`src/rtl/multicore_pkg.sv`:
```
// multicore_pkg: shared core constants and the fetch buffer entry type
package multicore_pkg;
  localparam int INST_SIZE = 32;
  localparam logic [6:0] NOOP_CODE = 7'b0010011;
  localparam logic [INST_SIZE-1:0] FETCH_RESET_PC = '0;
  typedef struct packed {
    logic [INST_SIZE-1:0] instr;
    logic [INST_SIZE-1:0] pc;
  } t_fetch_entry;
endpackage

```
`src/rtl/fetch_buffer.sv`:
```
// fetch_buffer: synchronous FIFO of fetched {instr, pc} entries with clear
module fetch_buffer
  import multicore_pkg::*;
#(
  parameter int DEPTH = 2,
  localparam int PW = $clog2(DEPTH),
  localparam int CW = PW + 1
) (
  input  logic         clk,
  input  logic         rst,
  input  logic         clear,
  input  logic         push,
  input  logic         pop,
  input  t_fetch_entry din,
  output t_fetch_entry dout,
  output logic [CW-1:0] count,
  output logic         empty,
  output logic         full
);
  t_fetch_entry mem_q [DEPTH];
  logic [PW-1:0] rd_q, rd_d, wr_q, wr_d;
  logic [CW-1:0] cnt_q, cnt_d;
  logic do_push, do_pop;
  assign empty = cnt_q == '0;
  assign full = cnt_q == CW'(DEPTH);
  assign count = cnt_q;
  assign dout = mem_q[rd_q];
  // clear wins over push/pop; pointers wrap naturally for power-of-2 depth
  always_comb begin
    do_push = push && !clear;
    do_pop = pop && !clear && !empty;
    rd_d = clear ? '0 : rd_q + PW'(do_pop);
    wr_d = clear ? '0 : wr_q + PW'(do_push);
    cnt_d = clear ? '0 : cnt_q + CW'(do_push) - CW'(do_pop);
  end
  // pointer and occupancy state
  always_ff @(posedge clk) begin
    if (rst) begin
      rd_q <= '0;
      wr_q <= '0;
      cnt_q <= '0;
    end else begin
      rd_q <= rd_d;
      wr_q <= wr_d;
      cnt_q <= cnt_d;
    end
  end
  // entry storage, no reset needed since occupancy guards reads
  always_ff @(posedge clk) begin
    if (do_push) mem_q[wr_q] <= din;
  end
  a_no_overflow: assert property (@(posedge clk) disable iff (rst) !(push && !clear && !pop && full));
endmodule

```
`src/rtl/instr_fetch.sv`:
```
// instr_fetch: pipelined fetch stage with credit-limited requests and redirects (misalign trap via FETCH_MISALIGN_TRAP_EN)
module instr_fetch
  import multicore_pkg::*;
#(
  parameter logic [INST_SIZE-1:0] RESET_PC = FETCH_RESET_PC,
  parameter int FIFO_DEPTH = 2
) (
  input  logic                 i_aclk,
  input  logic                 i_reset,
  input  logic                 i_en,
  output logic [INST_SIZE-1:0] o_instruction,
  output logic [INST_SIZE-1:0] o_pc,
  output logic [INST_SIZE-1:0] o_pcplus4,
  output logic                 o_empty,
  input  logic                 i_branch_valid,
  input  logic [INST_SIZE-1:0] i_branch_addr,
  input  logic                 i_redirect_valid,
  input  logic [INST_SIZE-1:0] i_redirect_addr,
  output logic                 o_imem_req,
  output logic [INST_SIZE-1:0] o_imem_addr,
  input  logic                 i_imem_gnt,
  input  logic                 i_imem_rvalid,
  input  logic [INST_SIZE-1:0] i_imem_rdata,
  output logic                 o_misalign,
  output logic [INST_SIZE-1:0] o_misalign_addr
);
  localparam int CW = $clog2(FIFO_DEPTH) + 1;
  logic [INST_SIZE-1:0] fetch_pc_q, fetch_pc_d, resp_pc_q, resp_pc_d, raw_tgt, tgt;
  logic [CW-1:0] out_q, out_d, disc_q, disc_d, count;
  logic redir, halted, gnt_ok, drop, push, pop, full;
  t_fetch_entry head, wr_entry;
  assign redir = i_redirect_valid || i_branch_valid;
  assign raw_tgt = i_redirect_valid ? i_redirect_addr : i_branch_addr;
`ifdef FETCH_MISALIGN_TRAP_EN
  logic mis_q, mis_d, bad;
  logic [INST_SIZE-1:0] mis_addr_q, mis_addr_d;
  assign tgt = raw_tgt;
  assign bad = redir && (tgt[1:0] != 2'b00);
  assign halted = mis_q;
  assign o_misalign = mis_q;
  assign o_misalign_addr = mis_addr_q;
  // misaligned redirect sets the trap, an aligned one clears it
  always_comb begin
    mis_d = redir ? bad : mis_q;
    mis_addr_d = bad ? tgt : mis_addr_q;
  end
  // trap state
  always_ff @(posedge i_aclk) begin
    if (i_reset) begin
      mis_q <= 1'b0;
      mis_addr_q <= '0;
    end else begin
      mis_q <= mis_d;
      mis_addr_q <= mis_addr_d;
    end
  end
`else
  assign tgt = raw_tgt & ~INST_SIZE'(3);
  assign halted = 1'b0;
  assign o_misalign = 1'b0;
  assign o_misalign_addr = '0;
`endif
  assign o_imem_req = !i_reset && !halted && !full && (out_q + count) < CW'(FIFO_DEPTH);
  assign o_imem_addr = fetch_pc_q;
  assign wr_entry = '{instr: i_imem_rdata, pc: resp_pc_q};
  assign o_instruction = o_empty ? {{(INST_SIZE-7){1'b0}}, NOOP_CODE} : head.instr;
  assign o_pc = o_empty ? resp_pc_q : head.pc;
  assign o_pcplus4 = o_pc + INST_SIZE'(4);
  // credit, discard and PC bookkeeping; a redirect drops this cycle's response and discards all in flight
  always_comb begin
    gnt_ok = o_imem_req && i_imem_gnt;
    drop = i_imem_rvalid && (disc_q != '0);
    push = i_imem_rvalid && !drop && !redir;
    pop = i_en && !o_empty && !redir;
    out_d = out_q + CW'(gnt_ok) - CW'(i_imem_rvalid);
    disc_d = redir ? out_d : disc_q - CW'(drop);
    fetch_pc_d = redir ? tgt : fetch_pc_q + (gnt_ok ? INST_SIZE'(4) : '0);
    resp_pc_d = redir ? tgt : resp_pc_q + (push ? INST_SIZE'(4) : '0);
  end
  // fetch state
  always_ff @(posedge i_aclk) begin
    if (i_reset) begin
      fetch_pc_q <= RESET_PC;
      resp_pc_q <= RESET_PC;
      out_q <= '0;
      disc_q <= '0;
    end else begin
      fetch_pc_q <= fetch_pc_d;
      resp_pc_q <= resp_pc_d;
      out_q <= out_d;
      disc_q <= disc_d;
    end
  end
  fetch_buffer #(.DEPTH(FIFO_DEPTH)) u_buf (
    .clk(i_aclk),
    .rst(i_reset),
    .clear(redir),
    .push(push),
    .pop(pop),
    .din(wr_entry),
    .dout(head),
    .count(count),
    .empty(o_empty),
    .full(full)
  );
endmodule

```
`config.mk`:
```
export PLATFORM = sky130hd
export DESIGN_NAME = instr_fetch
export DESIGN_NICKNAME = d
export VERILOG_FILES = /design/src/rtl/multicore_pkg.sv /design/src/rtl/fetch_buffer.sv /design/src/rtl/instr_fetch.sv
export SDC_FILE = /design/constraint.sdc
export NUM_CORES = 1
export LEC_CHECK = 0
export BUFFER_PORTS_ARGS = -buffer_cell sky130_fd_sc_hd__buf_2
export CORE_MARGIN = 1.5
export CORE_UTILIZATION = 30
export CTS_CLUSTER_SIZE = 25
export DETAILED_ROUTE_END_ITERATION = 6
export SYNTH_ARGS = -nofsm -noshare
export SYNTH_HDL_FRONTEND = slang
export SYNTH_SLANG_ARGS = --single-unit
```
`constraint.sdc`:
```
create_clock -name i_aclk -period 9.5 [get_ports i_aclk]
set_clock_uncertainty 0.2 [all_clocks]
set_input_delay 0.475 -clock i_aclk [delete_from_list [all_inputs] [get_ports i_aclk]]
set_output_delay 0.475 -clock i_aclk [all_outputs]
set_load 0.005 [all_outputs]
```
Word-level counts from Yosys, hierarchy flattened
Memories as Yosys holds them, arrays and structs flattened. A register that Yosys moved wholly into a read port is not among the register bits.
Index checks and enable logic that the tools add are counted.
{ "totals": {"register_bits": 72, "mem_bits_rw": 128, "in_bits": 103, "out_inout_bits": 163, "elab_cells": 54, "mem_count": 1} }
{ "classes": {"addsub": 11, "order_cmp": 1, "n_eq_ne": 1, "mux": 11, "n_reduce_logical": 20} }
{ "mem_list": {"columns": ["memory", "depth", "word_bits", "rd", "rd_ports_with_merged_regs", "write_ports", "line", "source"], "rows": [
  ["u_buf.mem_q", 2, 64, 1, 1, 1, "fetch_buffer.sv:20", "t_fetch_entry mem_q [DEPTH];"]
]} }
{ "op_table": {"columns": ["operator", "n"], "rows": [
  ["$mux 32", 5],
  ["$add 32x3->32", 2],
  ["$add 32x3->32 const B", 1],
  ["$logic_and 1x1->1", 11],
  ["$mux 3", 2],
  ["$sub 2x1->2", 3],
  ["$logic_not 1->1", 5],
  ["$add 2x1->2", 2],
  ["$mux 1", 3],
  ["$add 1x1->1", 2],
  ["$add 2x2->2", 1],
  ["$eq 2x2->1 const B", 1],
  ["$logic_not 2->1", 1],
  ["$lt 2x2->1 const B", 1],
  ["$mux 2", 1],
  ["$reduce_bool 2->1", 1],
  ["$reduce_or 2->1", 1],
  ["$logic_or 1x1->1", 1]
]} }

Logic depth before layout (Yosys ltp)
Gate-level depths: netlist of the first run.
{ "depth": {"ltp_word": 8, "mapped_depth": 14, "depth_no_buf": 13} }

Hierarchy
A second synthesis of the first run with hierarchy kept.
{ "unflattened": {"hier_cells": 866, "hier_area_um2": 9900.7} }
{ "by_module_without_submodules": {"columns": ["mod", "n_inst", "cells_per_inst", "area_per_inst_um2", "seq_area_each_um2"], "rows": [
  ["instr_fetch", 1, 644, 5081.1, 1281.2],
  ["fetch_buffer", 1, 222, 4819.6, 3923.8]
]} }

Least setup slack after synthesis of the first run
No wires, ideal clock.
{ "synth_path": {"path_type": "input port to flip-flop", "start": "input i_branch_valid", "end": "memory u_buf.mem_q[1][10] in the netlist's numbering, enable pin", "setup_ps": 427, "arrival_time_ps": 2661, "t_required_ps": 8873, "slack_ps": 6212, "cell_stages": 4, "path_buffers": 1, "cell_sequence": "clkbuf_1 nor2_1 and3_1 ha_1"} }
{ "synth_between": {"elab_chain_cells": 6} }
{ "synth_lines": {"columns": ["element", "line", "source"], "rows": [
  ["from (decl)", "instr_fetch.sv:15", "input logic i_branch_valid,"],
  ["$logic_or 1x1->1 (*)", "instr_fetch.sv:32", "assign redir = i_redirect_valid || i_branch_valid;"],
  ["$logic_not 1->1 (*)", "fetch_buffer.sv:30, instr_fetch.sv:73", null],
  ["$logic_and 1x1->1", "instr_fetch.sv:73", "push = i_imem_rvalid && !drop && !redir;"],
  ["$logic_and 1x1->1 (*)", "fetch_buffer.sv:30", "do_push = push && !clear;"],
  ["$mux 1 (*)", "fetch_buffer.sv:50", "if (do_push) mem_q[wr_q] <= din;"],
  ["$mux 1 (implied by the code) (*)", "fetch_buffer.sv:50", null],
  ["to (decl)", "fetch_buffer.sv:20", null]
]} }
Mark *: on every way between the ends. The rest lies on a longest branch, timed or not.

==> metrics.cfg, run 1 <==
[outcome]
status=finished clean

[final_layout]
drive_gt1_frac=0.2747
layout_commonest_cell=buf_2
final_nets=1188
layout.cells.most_common_list=buf_2, edfxtp_1, dfxtp_1, mux2i_1, nor2_1
diodes=0
utilization=0.3696
area_growth_pct=20.31
n_fill_cell=3114

[synthesis]
ys_warn_count=0
ys_ff_latch=192
yosysSeqAreaShare=0.5355
ys_types=46
synth_largest_area_cell=edfxtp_1
synthCells=863
synth_top_area_frac=0.3921
avgSynthCellArea_sq_um=11.00
netlist_top_cells_area=edfxtp_1, dfxtp_1, mux2i_1
async_flop_share=0
synth_edf_count=124
ys.flop_type=edfxtp_1
syn_area_sq_um=9495

[global_route]
grt_pass1_wl_microns=38410
grt_util_all_layers=0.1514
grt_start_max_net_pins=63
grt_overflow=0
grt_pass1_vias=6677
antenna_found_initial=0

[setup_path]
r2r_cells=14
path_class=register to output port
endpoint_kind=output port
worst-path-max-fanout=34
required_ns=8.83
critPathLaunchType=register
arrival_ns=3.92

[run]
drv_cap=0

[detailed_routing]
ant_nets=0
vias=6963
drc=0
route.detailed.wl_per_inst_microns=16.76
vias_per_cell=4.702
highest_layer=met4
wl_met3_microns=1662
drt-total-wl_microns=24820
drtPass1Iterations=5
wirelength_met1_microns=11880
drtIter0Drc=455
wl_met2_microns=11150

[die]
io_pins=266
dieWidth_microns=180.9
die_area_sq_um=32730
initial_core_util=0.3072
die_h_microns=180.9
num_rows=64
core-area_sq_um=30910

[cts]
cts_root_buf=clkbuf_16
cts_buffers=17
cts_buffer_depth=2
holdBufCountCts=0
clk_latency_ns=0.43
post-cts-setup-buffer-count=0
ctsResizeCount=0
clock_sinks=192
cts_tree=done
htreeDepth=4
path_clk_slew_ns=0.08

[timing]
setup_viol=0
fin_setup_tns_ns=0
fmax_mhz=217.4
period_needed_ns=4.599
period_share=0.4841
slew_headroom=0.3892
tightest_slew_ns=0.9163
rsz0062_at_grt=no
slew_viol_final=0
hold_viol=0

[placed_design]
portBuffers=222
place_congestion=0.8088
hpwl_microns=17380

[hold_path]
hold_path.class=input pin to register
min_path_cells=1

[power]
leakage_nw=4.510
power_density_nw_per_um2=163.9
finalPower_mw=1.873
peakVddDrop_uv=120.9

==> sequential cells by signal, indices dropped and copies added (netlist names) <==
name / cells
disc_q: 2
u_buf.rd_q: 1
u_buf.mem_q: 124
u_buf.wr_q: 1
resp_pc_q: 30
u_buf.count: 2
out_q: 2
o_imem_addr: 30
==> layout make-up <==
type                            instances  area [sq um]  area share
Sequential cell                       192          5089      0.4455
Multi-Input combinational cell        581          3885      0.3401
Clock buffer                           19         442.9     0.03877
Inverter                               47         176.4     0.01544
Tap cell                              396         495.5     0.04337
Clock inverter                         13         141.4     0.01238
Timing Repair Buffer                  233          1194      0.1045
==> critical path, stage by stage (launching register included) <==
cell and delay, ns:
dfxtp_4 0.68, buf_4 0.59, mux2i_1 0.18, a21oi_2 0.31, and4bb_1 0.29, nand3b_1 0.59
nor4_2 0.52, xor2_1 0.17, buf_2 0.13
==> metrics by stage <==
step           hold slack, ns  worst slack [ns]  instances  cell area (sq um)
4_1_cts              0.006697             4.729       1481              11420
2_1_floorplan          0.2533             6.212        901               9638
6_report              0.02908             4.901       1481              11420
3_3_place_gp           0.3197             5.270       1449              10840
5_1_grt              0.003437             4.582       1481              11420
3_5_place_dp           0.3216             5.209       1449              10840
==> final timing paths <==
kind                    from            endpoint  slack [ns]
max reg2reg   u_buf.count[1]     o_imem_addr[31]        6.12
min          i_imem_rdata[9]  u_buf.mem_q[1][41]        0.03
min reg2reg    resp_pc_q[12]  u_buf.mem_q[1][12]        0.33
max               u_buf.rd_q       o_pcplus4[27]        4.90
==> cells in the mapped netlist, drive strengths merged, types with 6 or more instances <==
| master | instances |
|---|---|
| nand2 | 47 |
| xnor2 | 48 |
| and3 | 12 |
| nand2b | 6 |
| ha | 13 |
| a21o | 7 |
| dfxtp | 68 |
| clkbuf | 22 |
| nand3 | 26 |
| mux2i | 62 |
| nand4 | 18 |
| buf | 59 |
| nor3 | 26 |
| o22ai | 28 |
| o21ai | 34 |
| nor2 | 58 |
| mux2 | 12 |
| nor4 | 13 |
| xor2 | 43 |
| a22oi | 16 |
| a21oi | 51 |
| edfxtp | 124 |
| inv | 47 |
==> layer usage <==
| metal | global-route usage | vias to the layer above |
|---|---|---|
| li1 | - | 3410 |
| met1 | 0.2134 | 3282 |
| met2 | 0.2368 | 261 |
| met3 | 0.03709 | 10 |
| met4 | 0.02723 | 0 |
| met5 | 0 | - |
==> logic make-up (layout without fill, tap and decap cells) <==
group	Yosys count	count (layout)	synth area share
mux	74	74	0.07959
simple gates	224	224	0.1268
xor+xnor	91	91	0.08394
buf+inv	128	312	0.07089
other cells	1	39	0.0003949
compound gates	140	140	0.08578
fa+ha+maj	13	13	0.01713
flops	192	192	0.5355
==> power breakdown <==
part           switching, mW  internal, mW  total (mW)  leakage, nW
Sequential            0.0348         0.925       0.960         1.70
Clock                  0.339         0.380       0.718        0.287
Combinational          0.110        0.0848       0.195         2.53
Note: power is estimated with default switching activity, not from simulation.
==> inputs of run 2 (changes only) <==
- ABC_AREA: not set -> 1
- clock period: 9.5 -> 4.5 ns (I/O delays scaled with it)
==> run 2 against run 1 <==
Compared with the run above: the run now ends with hold timing left; first-iteration DRC count grew 64%; largest cell class unchanged; combinational power grew to 2.8 times the previous value; synthesized area grew 14%; global-route usage grew 1.7 points; critical path depth grew 4; largest power group unchanged; cell count grew 44%.
==> metrics.cfg, run 2 <==
[outcome]
status=finished with violations  ; was finished clean
violations=hold timing

[detailed_routing]
vias=10104  ; was 6963
drt-total-wl_microns=32350  ; was 24820 microns
vias_per_cell=4.724  ; was 4.702
drtPass1Iterations=6  ; was 5
drc=0  ; unchanged
route.detailed.wl_per_inst_microns=15.12  ; was 16.76 microns
drtIter0Drc=748  ; was 455
ant_nets=0  ; unchanged

[hold_path]
min_path_cells=3  ; was 1
hold_path.class=input pin to register  ; unchanged
worst_hold_startpoint=i_redirect_addr[6]  ; was i_imem_rdata[9]

[timing]
setup_ws_ns=1.009  ; was 4.901 ns
hold_viol=1  ; was 0
tightest_slew_ns=1.210  ; was 0.9163 ns
rsz0062_at_grt=no  ; unchanged
period_needed_ns=3.491
fmax_mhz=286.5
fin_setup_tns_ns=0  ; unchanged
timing.hold.ws_ns=-0.004832  ; was 0.02908 ns
slew_viol_final=0  ; unchanged
period_share=0.7757
setup_viol=0  ; unchanged
slew_headroom=0.1926  ; was 0.3892

[synthesis]
syn_area_sq_um=10860  ; was 9495 sq um
ys_ff_latch=192  ; unchanged
synth_edf_count=124  ; unchanged
netlist_top_cells_area=edfxtp_1, nand2_1, dfxtp_1  ; was edfxtp_1, dfxtp_1, mux2i_1
ys_warn_count=0  ; unchanged
avgSynthCellArea_sq_um=7.670  ; was 11.00 sq um
synthCells=1416  ; was 863
synth_commonest_cells=nand2_1, nor2_1, edfxtp_1  ; was edfxtp_1, dfxtp_1, mux2i_1
async_flop_share=0  ; unchanged
ys_types=41  ; was 46
synth_largest_area_cell=edfxtp_1  ; unchanged
synth_top_area_frac=0.3429  ; was 0.3921
synth.most_common_cell=nand2_1  ; was edfxtp_1
ys.flop_type=edfxtp_1  ; unchanged
yosysSeqAreaShare=0.4682  ; was 0.5355

[cts]
cts_root_buf=clkbuf_16  ; unchanged
cts_buffer_depth=2  ; unchanged
cts_tree=done  ; unchanged
htreeDepth=4  ; unchanged
post-cts-setup-buffer-count=0  ; unchanged
clock_sinks=192  ; unchanged
path_clk_slew_ns=0.08  ; about the same
clk_latency_ns=0.43  ; about the same
cts_buffers=17  ; unchanged

[global_route]
grt_overflow=0  ; unchanged
grt_start_max_net_pins=80  ; was 63
grt_util_all_layers=0.1684  ; was 0.1514
grt_pass1_vias=9292  ; was 6677
antenna_found_initial=1  ; was 0
grt_pass1_wl_microns=50060  ; was 38410 microns

[placed_design]
place_congestion=0.9332  ; was 0.8088
pre_cts_slack_ns=1.394  ; was 5.209 ns
dp.cells=2060  ; was 1449
portBuffers=222  ; unchanged
dpl-instance-area_sq_um=12200  ; was 10840 sq um
hpwl_microns=23800  ; was 17380 microns

[final_layout]
area_growth_pct=22.33  ; was 20.31%
n_fill_cell=3722  ; was 3114
utilization=0.3735  ; was 0.3696
instances_no_fill=2139  ; was 1481
layout_commonest_cell=nand2_1  ; was buf_2
drive_gt1_frac=0.1985  ; was 0.2747
final_nets=1781  ; was 1188
diodes=0  ; unchanged
layout.cells.most_common_list=nand2_1, buf_2, nor2_1, edfxtp_1, inv_1  ; was buf_2, edfxtp_1, dfxtp_1, mux2i_1, nor2_1
largest_register_ffs=124  ; unchanged
final_area_sq_um=13290  ; was 11420 sq um
regMostFlops=u_buf.mem_q  ; unchanged

[power]
peakVddDrop_uv=225.5  ; was 120.9 uV
power_density_nw_per_um2=310.6  ; was 163.9 nW/um^2
leakage_nw=5.742  ; was 4.510 nW
finalPower_mw=4.126  ; was 1.873 mW

[die]
num_rows=69  ; was 64
core-area_sq_um=35570  ; was 30910 sq um
io_pins=266  ; unchanged
initial_core_util=0.3053  ; was 0.3072
dieWidth_microns=193.3  ; was 180.9 microns
die_area_sq_um=37350  ; was 32730 sq um
die_h_microns=193.3  ; was 180.9 microns

[run]
drv_cap=0  ; unchanged

[setup_path]
path_class=register to output port  ; unchanged
arrival_ns=3.07  ; was 3.92 ns
crit_path_start=u_buf.count[1]  ; was u_buf.rd_q
endpoint_kind=output port  ; unchanged
required_ns=4.07  ; was 8.83 ns
r2r_cells=16  ; was 14
reg2reg_from=u_buf.count[1]  ; unchanged
critPathLaunchType=register  ; unchanged
reg2reg_slack_ns=1.46  ; was 6.12 ns
worst-path-max-fanout=79  ; was 34

==> run 2: changes by cell type after synthesis, moves of 28 or more <==
cell     previous run  this run
mux2i_1            62         0
nand2_1            47       521
nand2_2             0        28
inv_1              46        95
xnor2_1            48         7
o22ai_1            28         0
nor2_1             58       139
nand3_1            25        81
a21oi_1            48        85
==> run 2: power by group <==
part	internal (mW)	total, mW	switching [mW]
logic	0.217	0.548	0.331
registers	1.96	2.04	0.0837
clock network	0.765	1.54	0.773
==> run 2: cell families after synthesis <==
logic type,Yosys count,synth area share
compound gates,159,0.07972
xor+xnor,28,0.02258
other cells,1,0.0003453
buf+inv,189,0.09021
fa+ha+maj,13,0.01498
simple gates,834,0.3240
flops,192,0.4682
==> run 2: final cells by class <==
cell class / instances / area, sq um / area share
clock buffer: 17 / 425.4 / 0.03202
clock inverter: 15 / 188.9 / 0.01422
inverter: 102 / 392.9 / 0.02957
multi-input combinational: 1073 / 4946 / 0.3723
sequential: 192 / 5086 / 0.3828
tap: 461 / 576.8 / 0.04342
timing repair buffer: 279 / 1669 / 0.1256
==> run 2: layer usage <==
| metal | global-route usage | part of all wire |
|---|---|---|
| met1 | 0.2388 | 0.47 |
| met4 | 0.03015 | 0.0091 |
| met3 | 0.03835 | 0.074 |
| met2 | 0.2636 | 0.44 |
| met5 | 0 | 0.00037 |
==> run 2: what timing repair did <==
| item | in CTS | in global routing |
|---|---|---|
| setup endpoints to repair | 0 | 0 |
| hold buffers | 47 | 0 |
| gates resized for setup | 0 | 0 |
| endpoints found under the hold margin | 92 | 0 |
==> run 2: path summary, 6_finish.rpt <==
kind,endpoint
worst max-delay path,o_pcplus4[30]
worst min register to register,u_buf.mem_q[1][31]
worst min-delay path,resp_pc_q[6]
worst max register to register,o_imem_addr[30]
==> run 2: critical path, cell delays in order, from the launching register on <==
cell and delay (ns):
dfxtp_1 0.35, inv_2 0.12, nand2_8 0.25, inv_6 0.56, nand2_1 0.18, nand2_4 0.17
ha_1 0.28, nand2_4 0.12, nor2_2 0.26, nand2_1 0.09, nand2_1 0.06, nand2_1 0.05
buf_2 0.12
